[src/rtl/agc_gain_ctrl_pkg.sv]
// Shared definitions for the automatic gain controller: FSM encoding and the
// shift base that ties the gain weighting to the downstream gain multiplier.
package agc_gain_ctrl_pkg;

  typedef enum logic [1:0] {
    ST_ACCUM  = 2'd0,
    ST_CALC   = 2'd1,
    ST_UPDATE = 2'd2
  } agc_state_e;

  // GAIN[7-k] weights the input by 2^-(SHIFT_BASE+k); must match the multiplier.
  localparam int unsigned SHIFT_BASE = 4;

endpackage

[src/rtl/agc_gain_ctrl_if.sv]
// Sample/control/status bundle between a channel's datapath and its AGC.
interface agc_gain_ctrl_if;

  logic signed [15:0] SAMPLE_IN;
  logic               SAMPLE_VALID;
  logic               ENABLE;
  logic        [7:0]  MANUAL_GAIN;
  logic        [15:0] TARGET;
  logic        [15:0] HYST;
  logic        [7:0]  GAIN;
  logic               GAIN_VALID;
  logic        [15:0] PEAK;

  modport master (
    output SAMPLE_IN, SAMPLE_VALID, ENABLE, MANUAL_GAIN, TARGET, HYST,
    input  GAIN, GAIN_VALID, PEAK
  );

  modport slave (
    input  SAMPLE_IN, SAMPLE_VALID, ENABLE, MANUAL_GAIN, TARGET, HYST,
    output GAIN, GAIN_VALID, PEAK
  );

endinterface

[src/rtl/agc_gain_ctrl_gain_mac_seq.sv]
// Sequential shift-add: 8-cycle counterpart of the combinational gain
// multiplier, predicting the post-gain value of an unsigned magnitude.
module gain_mac_seq
  import agc_gain_ctrl_pkg::*;
(
  input  logic        clk,
  input  logic        rst_n,
  input  logic        start_i,
  input  logic [15:0] mag_i,
  input  logic [7:0]  gain_i,
  output logic [15:0] result_o,
  output logic        done_o
);

  logic        busy_q, busy_d;
  logic [2:0]  k_q, k_d;
  logic [15:0] acc_q, acc_d;
  logic [15:0] term;

  // Weighted term contributed by gain bit 7-k on the current step
  always_comb begin
    term = '0;
    if (gain_i[3'd7 - k_q]) begin
      term = mag_i >> (SHIFT_BASE + 32'(k_q));
    end
  end

  // Step sequencing: start clears the sum, then one gain bit per cycle
  always_comb begin
    busy_d = busy_q;
    k_d    = k_q;
    acc_d  = acc_q;
    if (start_i) begin
      busy_d = 1'b1;
      k_d    = 3'd0;
      acc_d  = '0;
    end else if (busy_q) begin
      acc_d = acc_q + term;
      k_d   = k_q + 3'd1;
      if (k_q == 3'd7) begin
        busy_d = 1'b0;
      end
    end
  end

  // Control state
  always_ff @(posedge clk or negedge rst_n) begin
    if (!rst_n) begin
      busy_q <= 1'b0;
      k_q    <= 3'd0;
    end else begin
      busy_q <= busy_d;
      k_q    <= k_d;
    end
  end

  // Accumulator is always cleared by start before use, so it needs no reset
  always_ff @(posedge clk) begin
    acc_q <= acc_d;
  end

  // done marks the cycle whose closing edge adds the last term
  assign done_o   = busy_q && (k_q == 3'd7);
  assign result_o = acc_q;

endmodule

[src/rtl/agc_gain_ctrl.sv]
// Automatic gain controller: windowed peak detection, predicted post-gain
// peak via gain_mac_seq, and attack/release/hold stepping of GAIN.
module agc_gain_ctrl
  import agc_gain_ctrl_pkg::*;
#(
  parameter int unsigned WINDOW       = 256,
  parameter logic [7:0]  INIT_GAIN    = 8'd128,
  parameter logic [7:0]  GAIN_MIN     = 8'd1,
  parameter logic [7:0]  ATTACK_STEP  = 8'd8,
  parameter logic [7:0]  RELEASE_STEP = 8'd1
) (
  input  logic           CLK,
  input  logic           RST_N,
  agc_gain_ctrl_if.slave bus
);

  localparam logic [15:0] WIN_LAST = 16'(WINDOW - 1);

  agc_state_e  state_q, state_d;
  logic [15:0] cnt_q, cnt_d;
  logic [15:0] run_pk_q, run_pk_d;
  logic [15:0] peak_q, peak_d;
  logic [7:0]  gain_q, gain_d;
  logic        gv_q, gv_d;
  logic [15:0] mag, pk_max, pred;
  logic        win_close, mac_start, mac_done;

  // |s| with the single unrepresentable value -32768 clipped to 32767
  function automatic logic [15:0] sat_abs(input logic signed [15:0] s);
    if (s == 16'sh8000) return 16'h7FFF;
    if (s < 16'sd0)     return $unsigned(-s);
    return $unsigned(s);
  endfunction

  // Attack step with a floor, evaluated in 9 bits so it cannot wrap
  function automatic logic [7:0] attack_gain(input logic [7:0] g);
    logic [8:0] diff;
    diff = {1'b0, g} - {1'b0, ATTACK_STEP};
    if (diff[8] || (diff[7:0] < GAIN_MIN)) return GAIN_MIN;
    return diff[7:0];
  endfunction

  // Release step saturating at full scale
  function automatic logic [7:0] release_gain(input logic [7:0] g);
    logic [8:0] sum;
    sum = {1'b0, g} + {1'b0, RELEASE_STEP};
    if (sum[8]) return 8'hFF;
    return sum[7:0];
  endfunction

  assign mag       = sat_abs(bus.SAMPLE_IN);
  assign pk_max    = (mag > run_pk_q) ? mag : run_pk_q;
  assign win_close = bus.ENABLE && bus.SAMPLE_VALID && (cnt_q == WIN_LAST);
  assign mac_start = win_close && (state_q == ST_ACCUM);

  gain_mac_seq u_mac (
    .clk      (CLK),
    .rst_n    (RST_N),
    .start_i  (mac_start),
    .mag_i    (peak_q),
    .gain_i   (gain_q),
    .result_o (pred),
    .done_o   (mac_done)
  );

  // Window accumulation runs in every automatic state; manual mode clears it
  always_comb begin
    cnt_d    = cnt_q;
    run_pk_d = run_pk_q;
    peak_d   = peak_q;
    if (!bus.ENABLE) begin
      cnt_d    = '0;
      run_pk_d = '0;
    end else if (bus.SAMPLE_VALID) begin
      if (cnt_q == WIN_LAST) begin
        peak_d   = pk_max;
        cnt_d    = '0;
        run_pk_d = '0;
      end else begin
        cnt_d    = cnt_q + 16'd1;
        run_pk_d = pk_max;
      end
    end
  end

  // FSM next state and gain selection; dropping ENABLE aborts silently
  always_comb begin
    state_d = state_q;
    gain_d  = gain_q;
    gv_d    = 1'b0;
    if (!bus.ENABLE) begin
      state_d = ST_ACCUM;
      gain_d  = bus.MANUAL_GAIN;
    end else begin
      case (state_q)
        ST_ACCUM:  if (win_close) state_d = ST_CALC;
        ST_CALC:   if (mac_done)  state_d = ST_UPDATE;
        ST_UPDATE: begin
          state_d = ST_ACCUM;
          gv_d    = 1'b1;
          if (pred > bus.TARGET) begin
            gain_d = attack_gain(gain_q);
          end else if (({1'b0, pred} + {1'b0, bus.HYST}) < {1'b0, bus.TARGET}) begin
            gain_d = release_gain(gain_q);
          end
        end
        default:   state_d = ST_ACCUM;
      endcase
    end
  end

  // State registers with asynchronous return to reset values
  always_ff @(posedge CLK or negedge RST_N) begin
    if (!RST_N) begin
      state_q  <= ST_ACCUM;
      cnt_q    <= '0;
      run_pk_q <= '0;
      peak_q   <= '0;
      gain_q   <= INIT_GAIN;
      gv_q     <= 1'b0;
    end else begin
      state_q  <= state_d;
      cnt_q    <= cnt_d;
      run_pk_q <= run_pk_d;
      peak_q   <= peak_d;
      gain_q   <= gain_d;
      gv_q     <= gv_d;
    end
  end

  assign bus.GAIN       = gain_q;
  assign bus.GAIN_VALID = gv_q;
  assign bus.PEAK       = peak_q;

endmodule

[src/flat_wrapper.sv]
// flat-port wrapper written by rule: the top's interface ports become plain ports
module agc_gain_ctrl_flat import agc_gain_ctrl_pkg::*;
#(
  parameter int unsigned WINDOW       = 256,
  parameter logic [7:0]  INIT_GAIN    = 8'd128,
  parameter logic [7:0]  GAIN_MIN     = 8'd1,
  parameter logic [7:0]  ATTACK_STEP  = 8'd8,
  parameter logic [7:0]  RELEASE_STEP = 8'd1
)
  (CLK, RST_N, bus_SAMPLE_IN, bus_SAMPLE_VALID, bus_ENABLE, bus_MANUAL_GAIN, bus_TARGET, bus_HYST, bus_GAIN, bus_GAIN_VALID, bus_PEAK);
  agc_gain_ctrl_if bus_i ();
  input  logic CLK;
  input  logic RST_N;
  input wire logic [$bits(bus_i.SAMPLE_IN)-1:0] bus_SAMPLE_IN;
  input wire logic [$bits(bus_i.SAMPLE_VALID)-1:0] bus_SAMPLE_VALID;
  input wire logic [$bits(bus_i.ENABLE)-1:0] bus_ENABLE;
  input wire logic [$bits(bus_i.MANUAL_GAIN)-1:0] bus_MANUAL_GAIN;
  input wire logic [$bits(bus_i.TARGET)-1:0] bus_TARGET;
  input wire logic [$bits(bus_i.HYST)-1:0] bus_HYST;
  output wire logic [$bits(bus_i.GAIN)-1:0] bus_GAIN;
  output wire logic [$bits(bus_i.GAIN_VALID)-1:0] bus_GAIN_VALID;
  output wire logic [$bits(bus_i.PEAK)-1:0] bus_PEAK;
  assign bus_i.SAMPLE_IN = bus_SAMPLE_IN;
  assign bus_i.SAMPLE_VALID = bus_SAMPLE_VALID;
  assign bus_i.ENABLE = bus_ENABLE;
  assign bus_i.MANUAL_GAIN = bus_MANUAL_GAIN;
  assign bus_i.TARGET = bus_TARGET;
  assign bus_i.HYST = bus_HYST;
  assign bus_GAIN = bus_i.GAIN;
  assign bus_GAIN_VALID = bus_i.GAIN_VALID;
  assign bus_PEAK = bus_i.PEAK;
  agc_gain_ctrl #(.WINDOW(WINDOW), .INIT_GAIN(INIT_GAIN), .GAIN_MIN(GAIN_MIN), .ATTACK_STEP(ATTACK_STEP), .RELEASE_STEP(RELEASE_STEP)) u_core (.CLK(CLK), .RST_N(RST_N), .bus(bus_i));
endmodule
[config.mk]
export PLATFORM = sky130hd
export DESIGN_NAME = agc_gain_ctrl_flat
export DESIGN_NICKNAME = d
export VERILOG_FILES = /design/src/rtl/agc_gain_ctrl_pkg.sv /design/src/rtl/agc_gain_ctrl_if.sv /design/src/rtl/agc_gain_ctrl_gain_mac_seq.sv /design/src/rtl/agc_gain_ctrl.sv /design/src/flat_wrapper.sv
export SDC_FILE = /design/constraint.sdc
export NUM_CORES = 1
export LEC_CHECK = 0
export CORE_ASPECT_RATIO = 0.75
export CORE_UTILIZATION = 40
export DETAILED_ROUTE_END_ITERATION = 12
export PLACE_DENSITY = 0.6
export SKIP_LAST_GASP = 1
export SLEW_MARGIN = 20
export SYNTH_ARGS = -nofsm -noshare
export SYNTH_HDL_FRONTEND = slang
export SYNTH_SLANG_ARGS = --single-unit
[constraint.sdc]
create_clock -name CLK -period 4.15 [get_ports CLK]
set_clock_uncertainty 0.1 [all_clocks]
set_input_delay 0.6225 -clock CLK [delete_from_list [all_inputs] [get_ports CLK]]
set_output_delay 0.6225 -clock CLK [all_outputs]
set_load 0.005 [all_outputs]
# --- Word-level counts from Yosys, hierarchy flattened ---
# Index checks and enable logic that the tools add are counted.
word_totals:
  mem_bits_rw: 0
  latch_bits: 0
  rom_bits: 0
  regBits: 79
  in_bits: 60
  memories: 0
  elab_cells: 90
  out_inout_bits: 25
classes:
  eq_ne: 10
  reduce_logical: 10
  order_cmp: 6
  bitwise: 0
  shifts: 1
  addsub: 9
  n_mux: 45
  multipliers: 0
  n_div: 0
op_table:
  columns: ["cell", "count"]
  rows:
  - ["$mux W16", 12]
  - ["$mux W8", 8]
  - ["$gt A16 B16 Y1", 2]
  - ["$mux W1", 18]
  - ["$add A16 B16 Y17", 1]
  - ["$lt A17 B16 Y1", 1]
  - ["$add A16 B1 Y16 const B", 1]
  - ["$add A16 B16 Y16", 1]
  - ["$eq A16 B16 Y1 const B", 1]
  - ["$eq A16 B8 Y1 const B", 1]
  - ["$lt A16 B1 Y1 const B", 1]
  - ["$neg A16 Y16", 1]
  - ["$shr A16 B4 Y16", 1]
  - ["$add A8 B1 Y9 const B", 1]
  - ["$sub A8 B4 Y9 const B", 1]
  - ["$lt A8 B1 Y1 const B", 1]
  - ["$mux W2", 3]
  - ["$mux W3", 2]
  - ["$ne A3 B2 Y1 const B", 2]
  - ["$add A3 B3 Y4 const A", 1]
  - ["$logic_and A1 B1 Y1", 4]
  - ["$lt A3 B4 Y1 const B", 1]
  - ["$pmux W2 S2", 1]
  - ["$reduce_and A2 Y1", 2]
  - ["13 further kinds", 13]

# --- Longest topological paths before layout ---
# Gate-level depths: netlist of run 1.
depth:
  ltp_word: 11
  depth_mapped: 21
  mapped_depth_nobuf: 20

# --- Cells and area by module ---
# Synthesis of run 1 repeated with hierarchy kept, for this count alone.
hier_totals:
  hier_cells: 832
  area_unflattened_um2: 7144.4
modules_own_cells:
  columns: ["mod", "area_per_inst_um2", "instances", "seq_area_each_um2", "cells_each"]
  rows:
  - ["agc_gain_ctrl", 5278.8, 1, 1477.7, 624]
  - ["gain_mac_seq", 1865.5, 1, 420.4, 208]

# --- Worst setup path before layout of run 1 ---
# Ideal clock, no wire load.
synth_path:
  path_type: "input port to flip-flop"
  startpoint: "in bus_HYST[0]"
  endpoint: "reg u_core.gain_q[1], in the netlist u_core.bus.GAIN[1]"
  path_buffers: 1
  stages: 21
  required_time_ps: 3968
  setup_time_ps: 82
  arrival_ps: 4064
  setup_slack_ps: -96
  path_cell_list: "ha_1 inv_1 fa_1 nand2b_1 a21oi_1 o211a_1 o21ai_0 a21oi_1 a21o_1 a21oi_1 xnor2_1 ha_1 a21o_1 a22oi_1 o211ai_1 a31oi_4 a21oi_2 nand2b_4 buf_6 or3_1 a31oi_1"
synth_via:
  elab_chain_len: 4
synth_lines:
  columns: ["element", "line_no", "rtl"]
  rows:
  - ["start, declared", "flat_wrapper.sv:19", "input wire logic [$bits(bus_i.HYST)-1:0] bus_HYST;"]
  - ["$add A16 B16 Y17", "agc_gain_ctrl.sv:103", "end else if (({1'b0, pred} + {1'b0, bus.HYST}) < {1'b0, bus.TARGET}) begin"]
  - ["$lt A17 B16 Y1", "agc_gain_ctrl.sv:103", null]
  - ["$ne A3 B1 Y1 (no source line)", null, null]
  - ["$reduce_and A2 Y1 (no source line)", null, null]
  - ["end signal, assigned", "agc_gain_ctrl.sv:126", "gain_q <= gain_d;"]
  - ["end, declared", "agc_gain_ctrl.sv:23", "logic [7:0] gain_q, gain_d;"]
# Every way passes these cells.
# A chain may end at the register's enable or synchronous reset.

# --- Worst setup path in the final report of run 1 ---
layout_path:
  startpoint: "in bus_SAMPLE_IN[0]"
  endpoint: "reg u_core.run_pk_q[1]"
layout_via:
  elab_chain_len: 10
  elab_cells_between_ends: 14
  cone_classes: "add/sub: 1; order compare: 2; eq/ne: 1; mux: 10"
layout_lines:
  columns: ["element", "line_no", "rtl"]
  rows:
  - ["start, declared", "flat_wrapper.sv:14", "input wire logic [$bits(bus_i.SAMPLE_IN)-1:0] bus_SAMPLE_IN;"]
  - ["$lt A16 B1 Y1", "agc_gain_ctrl.sv:31", "if (s < 16'sd0) return $unsigned(-s);"]
  - ["$mux W1 (2 in series)", "agc_gain_ctrl.sv:31", null]
  - ["$mux W16", "agc_gain_ctrl.sv:32", "return $unsigned(s);"]
  - ["$mux W16 *", "agc_gain_ctrl.sv:31", null]
  - ["$gt A16 B16 Y1", "agc_gain_ctrl.sv:52", "assign pk_max = (mag > run_pk_q) ? mag : run_pk_q;"]
  - ["$mux W16 *", "agc_gain_ctrl.sv:52", null]
  - ["$mux W16 *", "agc_gain_ctrl.sv:75", "if (cnt_q == WIN_LAST) begin"]
  - ["$mux W16 *", "agc_gain_ctrl.sv:74", "end else if (bus.SAMPLE_VALID) begin"]
  - ["$mux W16 *", "agc_gain_ctrl.sv:71", "if (!bus.ENABLE) begin"]
  - ["end signal, assigned", "agc_gain_ctrl.sv:124", "run_pk_q <= run_pk_d;"]
  - ["end, declared", "agc_gain_ctrl.sv:21", "logic [15:0] run_pk_q, run_pk_d;"]
# Mark *: on every way between the ends. The rest lies on a longest branch, timed or not. The select of a mux whose other input is x is not followed.

==> flow_metrics.env, run 1 <==
export IMPL_slew_headroom_pct=45.0
export IMPL_synth_area_leader_cell="dfrtp_1"
export IMPL_dp_cells=1169
export IMPL_place_area_mm2=0.00862
export IMPL_cts_htree_levels=3
export IMPL_route_met3_wl_um=779
export IMPL_final_nets=1147
export IMPL_timing_hold_ws_ns=0.218
export IMPL_synth_ff_type="dfrtp_1"
export IMPL_wl_per_cell_um=15.6
export IMPL_root_buffer="clkbuf_16"
export IMPL_cts_tree="yes"
export IMPL_synth_compound_area_share_pct=20.7
export IMPL_ys_ff_latch=79
export IMPL_crit_required_ns=4.28
export IMPL_first_iter_violations=440
export IMPL_top_layer="met4"
export IMPL_ys_top_cells_by_area="dfrtp_1 (22%), ha_1 (15%), mux2i_1 (5.2%), dfxtp_1 (4.6%), nor2_1 (4.2%)"
export IMPL_place_gp_congestion=0.893
export IMPL_holdBufCountCts=0
export IMPL_die_area_mm2=0.0180
export IMPL_fp_dieH_um=116
export IMPL_critPathLaunchType="input port"
export IMPL_clkSinkCount=79
export IMPL_io_pins=85
export IMPL_synth_mux_area_share_pct=7.76
export IMPL_crit_path_max_incr_delay_ns=0.53
export IMPL_synth_top_cell_area_share_pct=22.3
export IMPL_critPathSlowestCell="or4_4"
export IMPL_ant_nets=0
export IMPL_drive_above_1_share_pct=24.0
export IMPL_met2_length_um=7970
export IMPL_wl_met1_um=10200
export IMPL_fp_row_count=41
export IMPL_setup_violations_final=0
export IMPL_drv_cap=0
export IMPL_hold_path_class="in2async"
export IMPL_initial_utilization_pct=41.1
export IMPL_total_power_w=0.00229
export IMPL_coreArea_mm2=0.0169
export IMPL_finish_utilization_pct=56.4
export IMPL_grt_first_pass_wirelength_um=30800
export IMPL_dr_pass1_iters=5
export IMPL_powerDensity_mw_per_mm2=240
export IMPL_rsz0062_at_grt="yes"
export IMPL_final_area_mm2=0.00955
export IMPL_cellLeakagePower_nw=4.29
export IMPL_area_growth_pct=37.2
export IMPL_finalCritPeriodShare_pct=97.4
export IMPL_synth_top_family_by_area="compound AO/OA/AOI/OAI gates"
export IMPL_synthCells=817
export IMPL_grt_pass1_vias=6118
export IMPL_n_antenna_cell=0
export IMPL_clock_path_buffers=2
export IMPL_critical_path_class="in2reg"
export IMPL_vias=6589
export IMPL_layout_commonest_cell="buf_4"
export IMPL_synthesis_nets=962
export IMPL_crit_chain="buf_6 > or4_4 > or3_4 > or3_4 > nand2_2 > o21ai_1 > a21o_1 > ha_4 > nand4_1 > nor2_2 > nand4_1 > o211ai_1 > o21ai_4 > a21o_4 > clkbuf_16 > a22o_1"
export IMPL_seq_area_frac_synth_pct=27.2
export IMPL_drc=0
export IMPL_clk_insertion_delay_late_ns=0.34
export IMPL_synthArstFlopShare_pct=79.7
export IMPL_clock_fmax_mhz=247
export IMPL_synthSimpleGateAreaFrac_pct=19.5
export IMPL_antenna_found_initial=0
export IMPL_crit_fanout=8
export IMPL_avgSynthCellArea_um2=8.53
export IMPL_crit_path_end_kind="flip-flop"
export IMPL_die_width_um=154
export IMPL_routed_wl_um=19000
export IMPL_viasPerCell=5.39
export IMPL_path_clk_slew_ns=0.06
export IMPL_final_cell_mix="buf_4 (108), nor2_1 (74), ha_1 (71)"
export IMPL_hold_viol_final=0
export IMPL_ys_types=76
export IMPL_cts_buffers=9
export IMPL_layout_min_cycle_time_ns=4.04
export IMPL_hpwl_um=13700
export IMPL_numPortBuffers=84
export IMPL_status="finished, final reports clean"
export IMPL_track_usage_pct=21.4
export IMPL_synth_area_mm2=0.00697
export IMPL_synth_xor_area_share_pct=4.65
export IMPL_synth_edff_count=0
export IMPL_synth_fa_ha_area_share_pct=15.5
export IMPL_instances_no_fill=1222
export IMPL_grt_overflow_total=0
export IMPL_grt_max_degree=35
export IMPL_finalMaxSlewViolations=0
export IMPL_arrival_ns=4.17
export IMPL_worstMarginPinSlew_ns=0.820
export IMPL_yosys_warnings=0
export IMPL_peakVddDrop_mv=0.190
-- through the flow --
| stage | setup TNS [ns] | setup slack [ns] |
|---|---|---|
| after floorplan | 0 | 0.00402 |
| after global placement | -20.29 | -0.621 |
| after detailed placement | -20.32 | -0.603 |
| after CTS | -0.0252 | -0.00748 |
| after global routing | -0.488 | -0.0511 |
| final | 0 | 0.108 |
-- flip-flops by register name (all words and copies together), names as in the netlist, 2 cells and up --
signal                 cells
u_core.bus.GAIN            8
u_core.bus.PEAK           16
u_core.cnt_q              16
u_core.run_pk_q           16
u_core.state_q             2
u_core.u_mac.k_q           3
u_core.u_mac.result_o     16
-- path summary, 6_finish.rpt --
check	cells past startpoint	start	to	slack, ns
worst max-delay path	16	bus_SAMPLE_IN[0]	u_core.run_pk_q[1]	0.11
worst min-delay path	1	RST_N	u_core.cnt_q[7]	0.22
worst max register to register	18	u_core.u_mac.result_o[4]	u_core.bus.GAIN[4]	0.20
worst min register to register	2	u_core.bus.PEAK[3]	u_core.bus.PEAK[3]	0.39
max in group asynchronous	2	RST_N	u_core.bus.PEAK[9]	2.81
min in group CLK	2	u_core.bus.PEAK[3]	u_core.bus.PEAK[3]	0.39
-- cell usage after synthesis (5+ instances only) --
library cell  number
inv_1             51
a211oi_1          10
a31oi_1           12
nand3_1           17
nand2b_1           8
dfxtp_1           16
or3_1              5
xnor2_1           23
nand2_1           71
a21oi_1           40
a22o_1            19
a21o_1            14
o211ai_1          10
nand2_2           10
o21ai_0           53
nor2b_1           13
o21a_1            11
mux2i_1           36
nor3_1            18
o21ai_1           14
ha_1              83
nor2_1            78
xor2_1            14
and3_1            14
mux4_2             6
nand4_1           10
clkbuf_1          23
dfrtp_1           62
-- metal layers --
metal  vias up  track usage [%]
met5         -                0
met4         0             3.37
met3        13             3.82
met2       132             31.8
met1      3104             32.5
li1       3340                -
-- final cells by class --
type	count	area (um2)
tap	215	269
sequential	79	1910
inverter	52	195
fill	1578	7370
timing repair buffer	202	1810
clock inverter	5	38.8
clock buffer	11	243
multi-input combinational	658	5090
-- power breakdown --
part	switching (W)	leakage, nW	internal, W	total (W)
Sequential	0.0000219	0.981	0.000788	0.000810
Combinational	0.000336	3.17	0.000375	0.000712
Clock	0.000343	0.137	0.000428	0.000770
-- kinds of logic after synthesis --
group                    after synthesis
flip-flops                            79
multiplexers                          46
AND/OR/NAND/NOR                      271
XOR/XNOR                              37
buffers and inverters                 80
AO/OA/AOI/OAI                        219
adder cells (fa/ha/maj)               85
-- worst max-delay path: cells and delay by family --
family	cells	cell delay, ns
AO/OA/AOI/OAI	6	1.22
adder cells (fa/ha/maj)	1	0.29
buffers and inverters	2	0.26
AND/OR/NAND/NOR	7	1.79
-- what timing repair did --
action	in CTS	in global routing
endpoints found under the setup margin	40	42
pin swaps	34	52
gates resized for setup	41	74
gates cloned	1	1
setup buffers	25	11
(Power assumes the default switching activity.)
==> inputs of run 2 (changes only) <==
- SLEW_MARGIN: 20 -> 25
==> results of run 2 <==
Final layout, timing and power as in run 1 (identical DEF).
==> inputs of run 3 (changes only) <==
- GPL_TIMING_DRIVEN: not set -> 1
==> results of run 3 <==
Final layout, timing and power as in run 1 (identical DEF).
